<file path="src/rtl/t_toggle_counter.sv">
// Modulo-MODULUS up/down counter built from toggle flip-flops, with load clamp and wrap pulse.
// Optional Gray-coded output enabled by defining T_TOGGLE_COUNTER_GRAY_EN.
module t_toggle_counter #(
    parameter int unsigned WIDTH   = 4,
    parameter int unsigned MODULUS = 16
) (
    input  logic             clk,
    input  logic             rst,
    input  logic             en,
    input  logic             up_dn,
    input  logic             load,
    input  logic [WIDTH-1:0] load_val,
    output logic [WIDTH-1:0] q,
    output logic             tc,
`ifdef T_TOGGLE_COUNTER_GRAY_EN
    output logic [WIDTH-1:0] q_gray,
`endif
    output logic             busy_dir
);

    localparam logic [WIDTH-1:0] LastVal = WIDTH'(MODULUS - 1);

    logic [WIDTH-1:0] r_q;
    logic             r_tc;
    logic             r_dir;

    logic [WIDTH-1:0] w_toggle;
    logic [WIDTH-1:0] w_count;
    logic [WIDTH-1:0] w_load_q;
    logic [WIDTH-1:0] w_q_d;
    logic             w_wrap;

    // Bit i toggles when all lower bits are 1 (up) or all lower bits are 0 (down).
    assign w_toggle[0] = 1'b1;
    for (genvar i = 1; i < WIDTH; i++) begin : g_toggle
        assign w_toggle[i] = up_dn ? (&r_q[i-1:0]) : ~(|r_q[i-1:0]);
    end

    always_comb begin
        w_wrap   = up_dn ? (r_q == LastVal) : (r_q == '0);
        w_count  = r_q ^ w_toggle;
        if (w_wrap) begin
            w_count = up_dn ? '0 : LastVal;
        end
        w_load_q = (32'(load_val) < MODULUS) ? load_val : LastVal;

        w_q_d = r_q;
        if (load) begin
            w_q_d = w_load_q;
        end else if (en) begin
            w_q_d = w_count;
        end
    end

    always_ff @(posedge clk) begin
        if (rst) begin
            r_q   <= '0;
            r_tc  <= 1'b0;
            r_dir <= 1'b1;
        end else begin
            r_q  <= w_q_d;
            r_tc <= ~load & en & w_wrap;
            if (!load && en) begin
                r_dir <= up_dn;
            end
        end
    end

    assign q        = r_q;
    assign tc       = r_tc;
    assign busy_dir = r_dir;

`ifdef T_TOGGLE_COUNTER_GRAY_EN
    logic [WIDTH-1:0] r_q_gray;

    // Encoded from the next-state value so it lands on the same edge as q.
    always_ff @(posedge clk) begin
        if (rst) begin
            r_q_gray <= '0;
        end else begin
            r_q_gray <= w_q_d ^ (w_q_d >> 1);
        end
    end

    assign q_gray = r_q_gray;
`endif

endmodule

</file>
<file path="config.mk">
export PLATFORM = sky130hd
export DESIGN_NAME = t_toggle_counter
export DESIGN_NICKNAME = d
export VERILOG_FILES = /design/src/rtl/t_toggle_counter.sv
export SDC_FILE = /design/constraint.sdc
export NUM_CORES = 1
export LEC_CHECK = 0
export CORE_AREA = 2 2 39 41
export CTS_CLUSTER_DIAMETER = 60
export DETAILED_ROUTE_END_ITERATION = 16
export DIE_AREA = 0 0 41 43
export PLACE_DENSITY_LB_ADDON = 0.1
export SLEW_MARGIN = 5
export SYNTH_ARGS = -nofsm -noshare
export SYNTH_HDL_FRONTEND = slang
export SYNTH_SLANG_ARGS = --single-unit
</file>
<file path="constraint.sdc">
create_clock -name clk -period 1.6 [get_ports clk]
set_clock_uncertainty 0.2 [all_clocks]
set_input_delay 0.24 -clock clk [delete_from_list [all_inputs] [get_ports clk]]
set_output_delay 0.24 -clock clk [all_outputs]
set_load 0.05 [all_outputs]
</file>
== Word-level counts from Yosys, hierarchy flattened ==
Index checks and enable logic that the tools add are counted.
Word-level totals
  bits in registers: 6
  input bits: 9
  output and inout port bits: 6
  logic and storage cells: 27
Cells by class
  equal/unequal tests: 1
  multiplexer cells: 8
  bitwise gates (word level): 7
  reductions and logical operators: 8
Operators by type and width (number)
  4-bit 2-to-1 mux: 4
  4-bit == test (second input constant): 1
  4-bit zero test: 1
  1-bit 2-to-1 mux: 4
  1-bit inverter: 4
  4-bit XOR: 1
  3-bit AND reduction: 1
  3-bit OR reduction: 1
  1-bit bitwise AND: 2
  2-bit AND reduction: 1
  2-bit nonzero test: 1
  2-bit OR reduction: 1
  1-bit logical AND: 1
  1-bit zero test: 1

== Longest topological paths before layout ==
Gate-level depths: netlist (run 1).
  word-level depth: 7
  depth in mapped cells: 4
  gate-level depth less buffers: 3

== Worst setup path after synthesis (run 1) ==
OpenSTA, ideal clock, no wires.
  kind: register to register
  start point: reg r_q[0], in the netlist q[0]
  end point: reg r_q[2], in the netlist q[2]
  library setup time: 103 ps
  data arrival time: 1433 ps
  required time: 1297 ps
  setup slack: -136 ps
  stages on the path, launching flop included: 5
  path buffers: 1
  period minus slack after synthesis: 1736 ps
  cells stage by stage: dfxtp_1 buf_6 nor3_1 o2111a_1 a2111oi_2
On the way
  longest elaborated chain between the ends: 7
Ends and longest elaborated chain
  start, declared: line 23  | logic [WIDTH-1:0] r_q;
  start signal, assigned: line 61  | r_q <= w_q_d;
  2-bit OR reduction: line 36  | assign w_toggle[i] = up_dn ? (&r_q[i-1:0]) : ~(|r_q[i-1:0]);
  1-bit inverter: line 36
  1-bit 2-to-1 mux: line 36
  4-bit XOR: line 41  | w_count = r_q ^ w_toggle;
  4-bit 2-to-1 mux *: line 42  | if (w_wrap) begin
  4-bit 2-to-1 mux *: line 50  | end else if (en) begin
  4-bit 2-to-1 mux *: line 48  | if (load) begin
Every way passes the cells marked *; elsewhere a longest branch is shown, timed or not. The select of a mux whose other input is x is not followed.
A chain may end at the register's enable or synchronous reset.

== Final worst setup path (run 1) ==
  start point: reg r_q[0], in the netlist q[0]
  end point: reg r_q[1], in the netlist q[1]
On the way
  longest elaborated chain between the ends: 6
Ends and longest elaborated chain (line)
  branches (longest 3 deep; another with 4-bit == test)
  4-bit 2-to-1 mux *: 42
  4-bit 2-to-1 mux *: 50
  4-bit 2-to-1 mux *: 48
Every way passes the cells marked *. The select of a mux whose other input is x is not followed.

==> results of run 1 <==
-- critical path, delay by kind of cell, from the launching register on --
family          cells  cell delay [ps]
flops               1              380
simple gates        1              320
compound gates      1              250
xor+xnor            1              190
-- state kept, by name (all words and copies together), names as in the netlist --
register,cells
tc,1
busy_dir,1
q,4
-- layer usage --
metal / up-vias / wire length (um)
met1: 160 / 383
li1: 201 / -
met5: - / 0
met3: 0 / 68
met4: 0 / 0
met2: 13 / 391
-- path summary, 6_finish.rpt --
kind	start	end	slack, ps	cells past startpoint
setup / recovery	q[0]	q[1]	160	3
hold / removal	load_val[0]	q[0]	360	3
setup reg to reg	q[0]	q[1]	160	3
hold reg to reg	busy_dir	busy_dir	370	2
-- kinds of logic (layout without fill, tap and decap cells) --
logic type      after synthesis  after routing  share of synthesized area, %
mux                           1              1                          2.70
simple gates                 16             16                          23.3
flops                         6              6                          32.4
compound gates               13             13                          28.7
xor+xnor                      2              2                          4.73
buf+inv                       4             23                          8.11
-- power by group through the flow --
stage	clock network, mW	registers, mW	logic, mW
after detailed placement	0	0.187	0.155
after global routing	0.162	0.187	0.163
after CTS	0.145	0.185	0.155
after global placement	0	0.188	0.155
after floorplan	0	0.209	0.0523
final	0.138	0.184	0.153
-- what timing repair did --
action,CTS,global route
setup buffers,0,0
endpoints found under the setup margin,2,0
endpoints found under the hold margin,0,0
gates resized for setup,1,0
-- stage by stage --
| stage | instance area, sq um | power [mW] | util, % | hold WS (ps) | cells |
|---|---|---|---|---|---|
| after detailed placement | 601 | 0.343 | 43.4 | 375 | 74 |
| after global placement | 601 | 0.343 | 43.4 | 378 | 74 |
| after global routing | 622 | 0.511 | 44.9 | 346 | 77 |
| after CTS | 622 | 0.485 | 44.9 | 352 | 77 |
| final | 622 | 0.475 | 44.9 | 356 | 77 |
| after floorplan | 373 | 0.261 | - | 102 | 42 |
-- layout make-up --
type / instances / area (sq um) / share of cell area (%)
multi-input cells: 32 / 220 / 35.4
clock buffers: 3 / 22.5 / 3.62
flip-flops and latches: 6 / 123 / 19.7
repair buffers: 18 / 229 / 36.8
well taps: 16 / 20.0 / 3.22
inverters: 2 / 7.51 / 1.21
-- placed cells by master, fill, tap and decap left out --
| cell | n |
|---|---|
| and3_2 | 1 |
| nor3b_1 | 1 |
| dfxtp_1 | 4 |
| dlygate4sd2_1 | 1 |
| clkbuf_4 | 3 |
| inv_1 | 2 |
| a311oi_1 | 1 |
| o21ai_0 | 2 |
| dfxtp_2 | 2 |
| nor3_1 | 2 |
| o22ai_1 | 1 |
| or3_1 | 1 |
| a311o_1 | 1 |
| and3_4 | 1 |
| clkdlybuf4s50_1 | 7 |
| a221oi_1 | 1 |
| mux2i_1 | 1 |
| xor2_1 | 2 |
| o2111a_1 | 1 |
| nand3_1 | 1 |
| o31a_2 | 1 |
| a211oi_1 | 1 |
| nand2b_1 | 2 |
| nor2_1 | 4 |
| buf_4 | 4 |
| nand2_1 | 3 |
| a2111oi_2 | 1 |
| a31o_2 | 1 |
| a21oi_1 | 2 |
| buf_12 | 6 |
==> impl_metrics.csv, run 1 <==
group,metric,value,unit
worst_setup_path,path_cells,"xor2_1 > or3_1 > a311oi_1",
yosys,synthCells,42,
floorplanning,die_h,43,um
global_route,track_usage,11.7,%
yosys,async_reset_ff_share,0,%
global_route,grt_pass1_vias,322,
timing,hold_violations,0,
route,final_antenna_net_count,0,
yosys,syn-cell-area,370,sq um
timing,tightest_slew,292,ps
power,power_density,764,mW/mm^2
timing,final.min_clock_period,1440,ps
power,pwr-share-seq,38.8,%
worst_setup_path,arrival,1380,ps
timing,slew_viol_final,0,
power,sw_frac_of_total,30.9,%
route,routed_via_density,4.86,
power,combPwrFrac,32.2,%
yosys,yosysMostFrequentCell,"dfxtp_1",
power,power.internal,328,uW
yosys,synth_top_area_share,32.4,%
timing,rsz0062_at_grt,"false",
global_route,top_usage_layer,"met2",
yosys,synth_area_leader_cell,"dfxtp_1",
power,peakVddDrop,0.391,mV
yosys,ys_warn_count,0,
worst_setup_path,critPathLaunchType,"flop",
timing,min_period_over_period,90.0,%
placement,post-dp-hpwl,706,um
worst_setup_path,crit_type,"flop to flop",
yosys,synth_top_flop_cell,"dfxtp_1",
status,status,"finished, final reports clean",
yosys,yosysSeqAreaShare,32.4,%
timing,tns,0,ps
clocking,cts-buffers-inserted,3,
clocking,worst_skew_pair.late_latency,240,ps
route,drt_iter0_drc,2,
power,pwr-share-clk,29.0,%
timing,slew_headroom,80.5,%
clocking,hold_buffers,0,
route,via_count,374,
yosys,synth.distinct_cells,25,
worst_setup_path,cp-end-kind,"flop",
final_layout,nNetsFinal,72,
clocking,htreeDepth,1,
timing,setup_violations,0,
yosys,ys_seq_elements,6,
clocking,clockBufferDepth,2,
floorplanning,start_util,26.8,%
global_route,grt.met1_usage,15.2,%
timing,fin_ws,160,ps
worst_setup_path,crit_path_top_delay_cell,"dfxtp_2",
placement,post-place-ws,-291,ps
yosys,syn_area_per_cell,8.82,sq um
yosys,synth_area_leaders,"dfxtp_1 (32%), buf_6 (6.1%), xor2_1 (4.7%)",
route,drt_wl_total,843,um
placement,gp_congestion,0.664,
clocking,cts_tree,"yes",
power,p_leak,0.256,nW
floorplanning,die_w,41,um
floorplanning,rows,14,
min_path,hp-class,"primary input to flop",
final_layout,area_growth_syn_to_layout,67.9,%
floorplanning,core-area,0.00138,sq mm
clocking,cts_root_buf,"clkbuf_4",
global_route,grt_pass1_wl,1.36,mm
worst_setup_path,slowest_delay,380,ps
route,dr.pass1.iters,3,
clocking,clk_pin_slew,40,ps
worst_setup_path,critPathRequiredTime,1540,ps
yosys,synth_edf_count,0,
route,route.detailed.drc,0,
final_layout,diodes,0,
final_layout,fillCellCount,139,
yosys,synth_nets,51,
run,maxCapViolations,0,
floorplanning,dieArea,0.00176,sq mm
floorplanning,pin_count,15,
yosys,yosys-top-cells-count,"dfxtp_1 (6), nor2_1 (4), nand2_1 (3)",
global_route,grt_max_degree,10,
power,power_switching,147,uW
clocking,numClockSinks,6,
timing,fmax,0.695,GHz
global_route,gr-total-overflow,0,
worst_setup_path,crit_fanout,9,
global_route,antenna_found_initial,0,
route,wl_per_cell,10.9,um
global_route,grt_use_met2,15.6,%
global_route,use_met3,8.38,%
placement,numPortBuffers,14,
final_layout,layout-drive-gt1-share,32.8,%
No activity file was read; power rests on OpenSTA's default activity.
==> run 2: changes to the inputs <==
--- a/config.mk
+++ b/config.mk
@@ -7,6 +7,7 @@
 export LEC_CHECK = 0
 export CORE_AREA = 2 2 39 41
 export CTS_CLUSTER_DIAMETER = 60
+export CTS_CLUSTER_SIZE = 14
 export DETAILED_ROUTE_END_ITERATION = 16
 export DIE_AREA = 0 0 41 43
 export PLACE_DENSITY_LB_ADDON = 0.1
==> results of run 2 <==
No change in the layout: final DEF, timing and power equal those of run 1.
==> run 3: changes to the inputs <==
--- a/config.mk
+++ b/config.mk
@@ -10,6 +10,7 @@
 export CTS_CLUSTER_SIZE = 14
 export DETAILED_ROUTE_END_ITERATION = 16
 export DIE_AREA = 0 0 41 43
+export GPL_TIMING_DRIVEN = 0
 export PLACE_DENSITY_LB_ADDON = 0.1
 export SLEW_MARGIN = 5
 export SYNTH_ARGS = -nofsm -noshare
==> run 3 against run 2 <==
  * Largest cell class is now multi-input combinational cells
  * Clock power increased by 7%
  * Die area unchanged
  * Critical endpoint is now q[0]
  * Worst setup slack got worse by 96 ps
==> impl_metrics.csv, run 3 (same netlist as run 1, synthesis figures left out) <==
group,metric,value,unit
status,status,"finished, final reports clean",
global_route,grt_pass1_wl,1.40,mm
power,combPwrFrac,28.9,%
clocking,cts-buffers-inserted,3,
route,via_count,377,
timing,fin_ws,64.6,ps
timing,final.min_clock_period,1540,ps
timing,holdWs,48.7,ps
timing,fmax,0.651,GHz
worst_setup_path,critPathBufInv,1,
global_route,grt_pass1_vias,314,
clocking,htreeDepth,1,
placement,gp_congestion,0.660,
route,drt_iter0_drc,4,
route,wl_per_cell,11.6,um
global_route,track_usage,12.5,%
route,dr.pass1.iters,2,
timing,min_period_over_period,96.0,%
power,pwr-share-seq,38.4,%
final_layout,largest_register_ffs,4,
floorplanning,rows,14,
placement,numPortBuffers,13,
global_route,grt_max_degree,10,
power,power_switching,150,uW
worst_setup_path,crit_family,"buffers and inverters",
timing,tightest_slew,487,ps
floorplanning,core-area,0.00138,sq mm
route,route.detailed.drc,0,
placement,dp.cells,71,
final_layout,stdcell_count,74,
global_route,grt.met1_usage,16.0,%
worst_setup_path,slowest_delay,520,ps
final_layout,diodes,0,
final_layout,fillCellCount,157,
clocking,clk_pin_slew,40,ps
final_layout,final_cell_mix,"clkdlybuf4s50_1 (6), nor2_1 (4), dfxtp_1 (4)",
global_route,antenna_found_initial,0,
worst_setup_path,path_cells,"dlygate4sd2_1",
clocking,clockBufferDepth,2,
timing,slew_viol_final,0,
final_layout,area_growth_syn_to_layout,48.0,%
worst_setup_path,crit_fanout,2,
floorplanning,start_util,26.8,%
route,routed_via_density,5.09,
floorplanning,pin_count,15,
clocking,cts.repair.resized,12,
route,final_antenna_net_count,0,
placement,post-place-ws,-211,ps
worst_setup_path,critPathRequiredTime,1160,ps
final_layout,layout-drive-gt1-share,25.9,%
final_layout,mostFrequentLayoutCell,"clkdlybuf4s50_1",
worst_setup_path,critPathLaunchType,"flop",
power,power.total,453,uW
clocking,numClockSinks,6,
clocking,cts_root_buf,"clkbuf_4",
final_layout,utilization,39.6,%
route,drt_wl_total,857,um
timing,slew_headroom,67.7,%
power,p_leak,0.230,nW
worst_setup_path,cp-end-kind,"output port",
timing,rsz0062_at_grt,"false",
clocking,cts_tree,"yes",
timing,setup_violations,0,
global_route,use_met3,8.38,%
min_path,hp-class,"primary input to flop",
worst_setup_path,crit_type,"flop to output port",
floorplanning,die_h,43,um
final_layout,nNetsFinal,69,
floorplanning,dieArea,0.00176,sq mm
global_route,gr-total-overflow,0,
power,power.internal,303,uW
clocking,worst_skew_pair.late_latency,250,ps
worst_setup_path,crit_path_top_delay_cell,"dlygate4sd2_1",
clocking,hold_buffers,0,
global_route,top_usage_layer,"met1",
timing,hold_violations,0,
power,peakVddDrop,0.305,mV
global_route,grt_use_met2,15.6,%
placement,post-dp-hpwl,626,um
worst_setup_path,arrival,1100,ps
power,pwr-share-clk,32.7,%
run,maxCapViolations,0,
power,sw_frac_of_total,33.1,%
clocking,postCtsSetupBuffers,0,
power,power_density,826,mW/mm^2
floorplanning,die_w,41,um
[run 3: cell types whose count changed in the layout (fill, tap and decap cells not counted), sizes merged]
cell	previous run	this run
buf	10	2
clkdlybuf4s15	0	3
dlygate4sd2	1	3
clkdlybuf4s50	7	6
dlymetal6s2s	0	1
[run 3: worst paths after layout]
| check | to | cells past startpoint | from | slack, ps |
|---|---|---|---|---|
| worst min register to register | busy_dir | 2 | busy_dir | 270 |
| worst max register to register | q[1] | 4 | q[0] | 160 |
| worst min-delay path | busy_dir | 3 | up_dn | 50 |
| worst max-delay path | q[0] | 1 | q[0] | 60 |
[run 3: layout make-up]
| cell class | count | area, sq um | share of cell area (%) |
|---|---|---|---|
| clock buffers | 3 | 22.5 | 4.11 |
| flip-flops and latches | 6 | 123 | 22.4 |
| multi-input cells | 32 | 220 | 40.2 |
| repair buffers | 13 | 133 | 24.2 |
| plain buffers | 2 | 22.5 | 4.11 |
| well taps | 16 | 20.0 | 3.65 |
| inverters | 2 | 7.51 | 1.37 |
[run 3: power by group through the flow]
stage / Combinational [mW] / Clock (mW) / Sequential (mW)
floorplan: 0.0523 / 0 / 0.209
global placement: 0.136 / 0 / 0.177
detailed placement: 0.136 / 0 / 0.177
CTS: 0.132 / 0.157 / 0.173
global route: 0.142 / 0.164 / 0.176
finish: 0.131 / 0.148 / 0.174
[run 3: stage by stage]
step	cell area (sq um)	setup TNS (ps)
floorplan	373	0
global placement	523	-707
detailed placement	523	-689
CTS	546	0
global route	548	0
finish	548	0
[run 3: routing by layer]
metal | wire (um) | vias to the layer above
li1 | - | 192
met1 | 417 | 170
met2 | 366 | 15
met3 | 74 | 0
met4 | 0 | 0
met5 | 0 | -
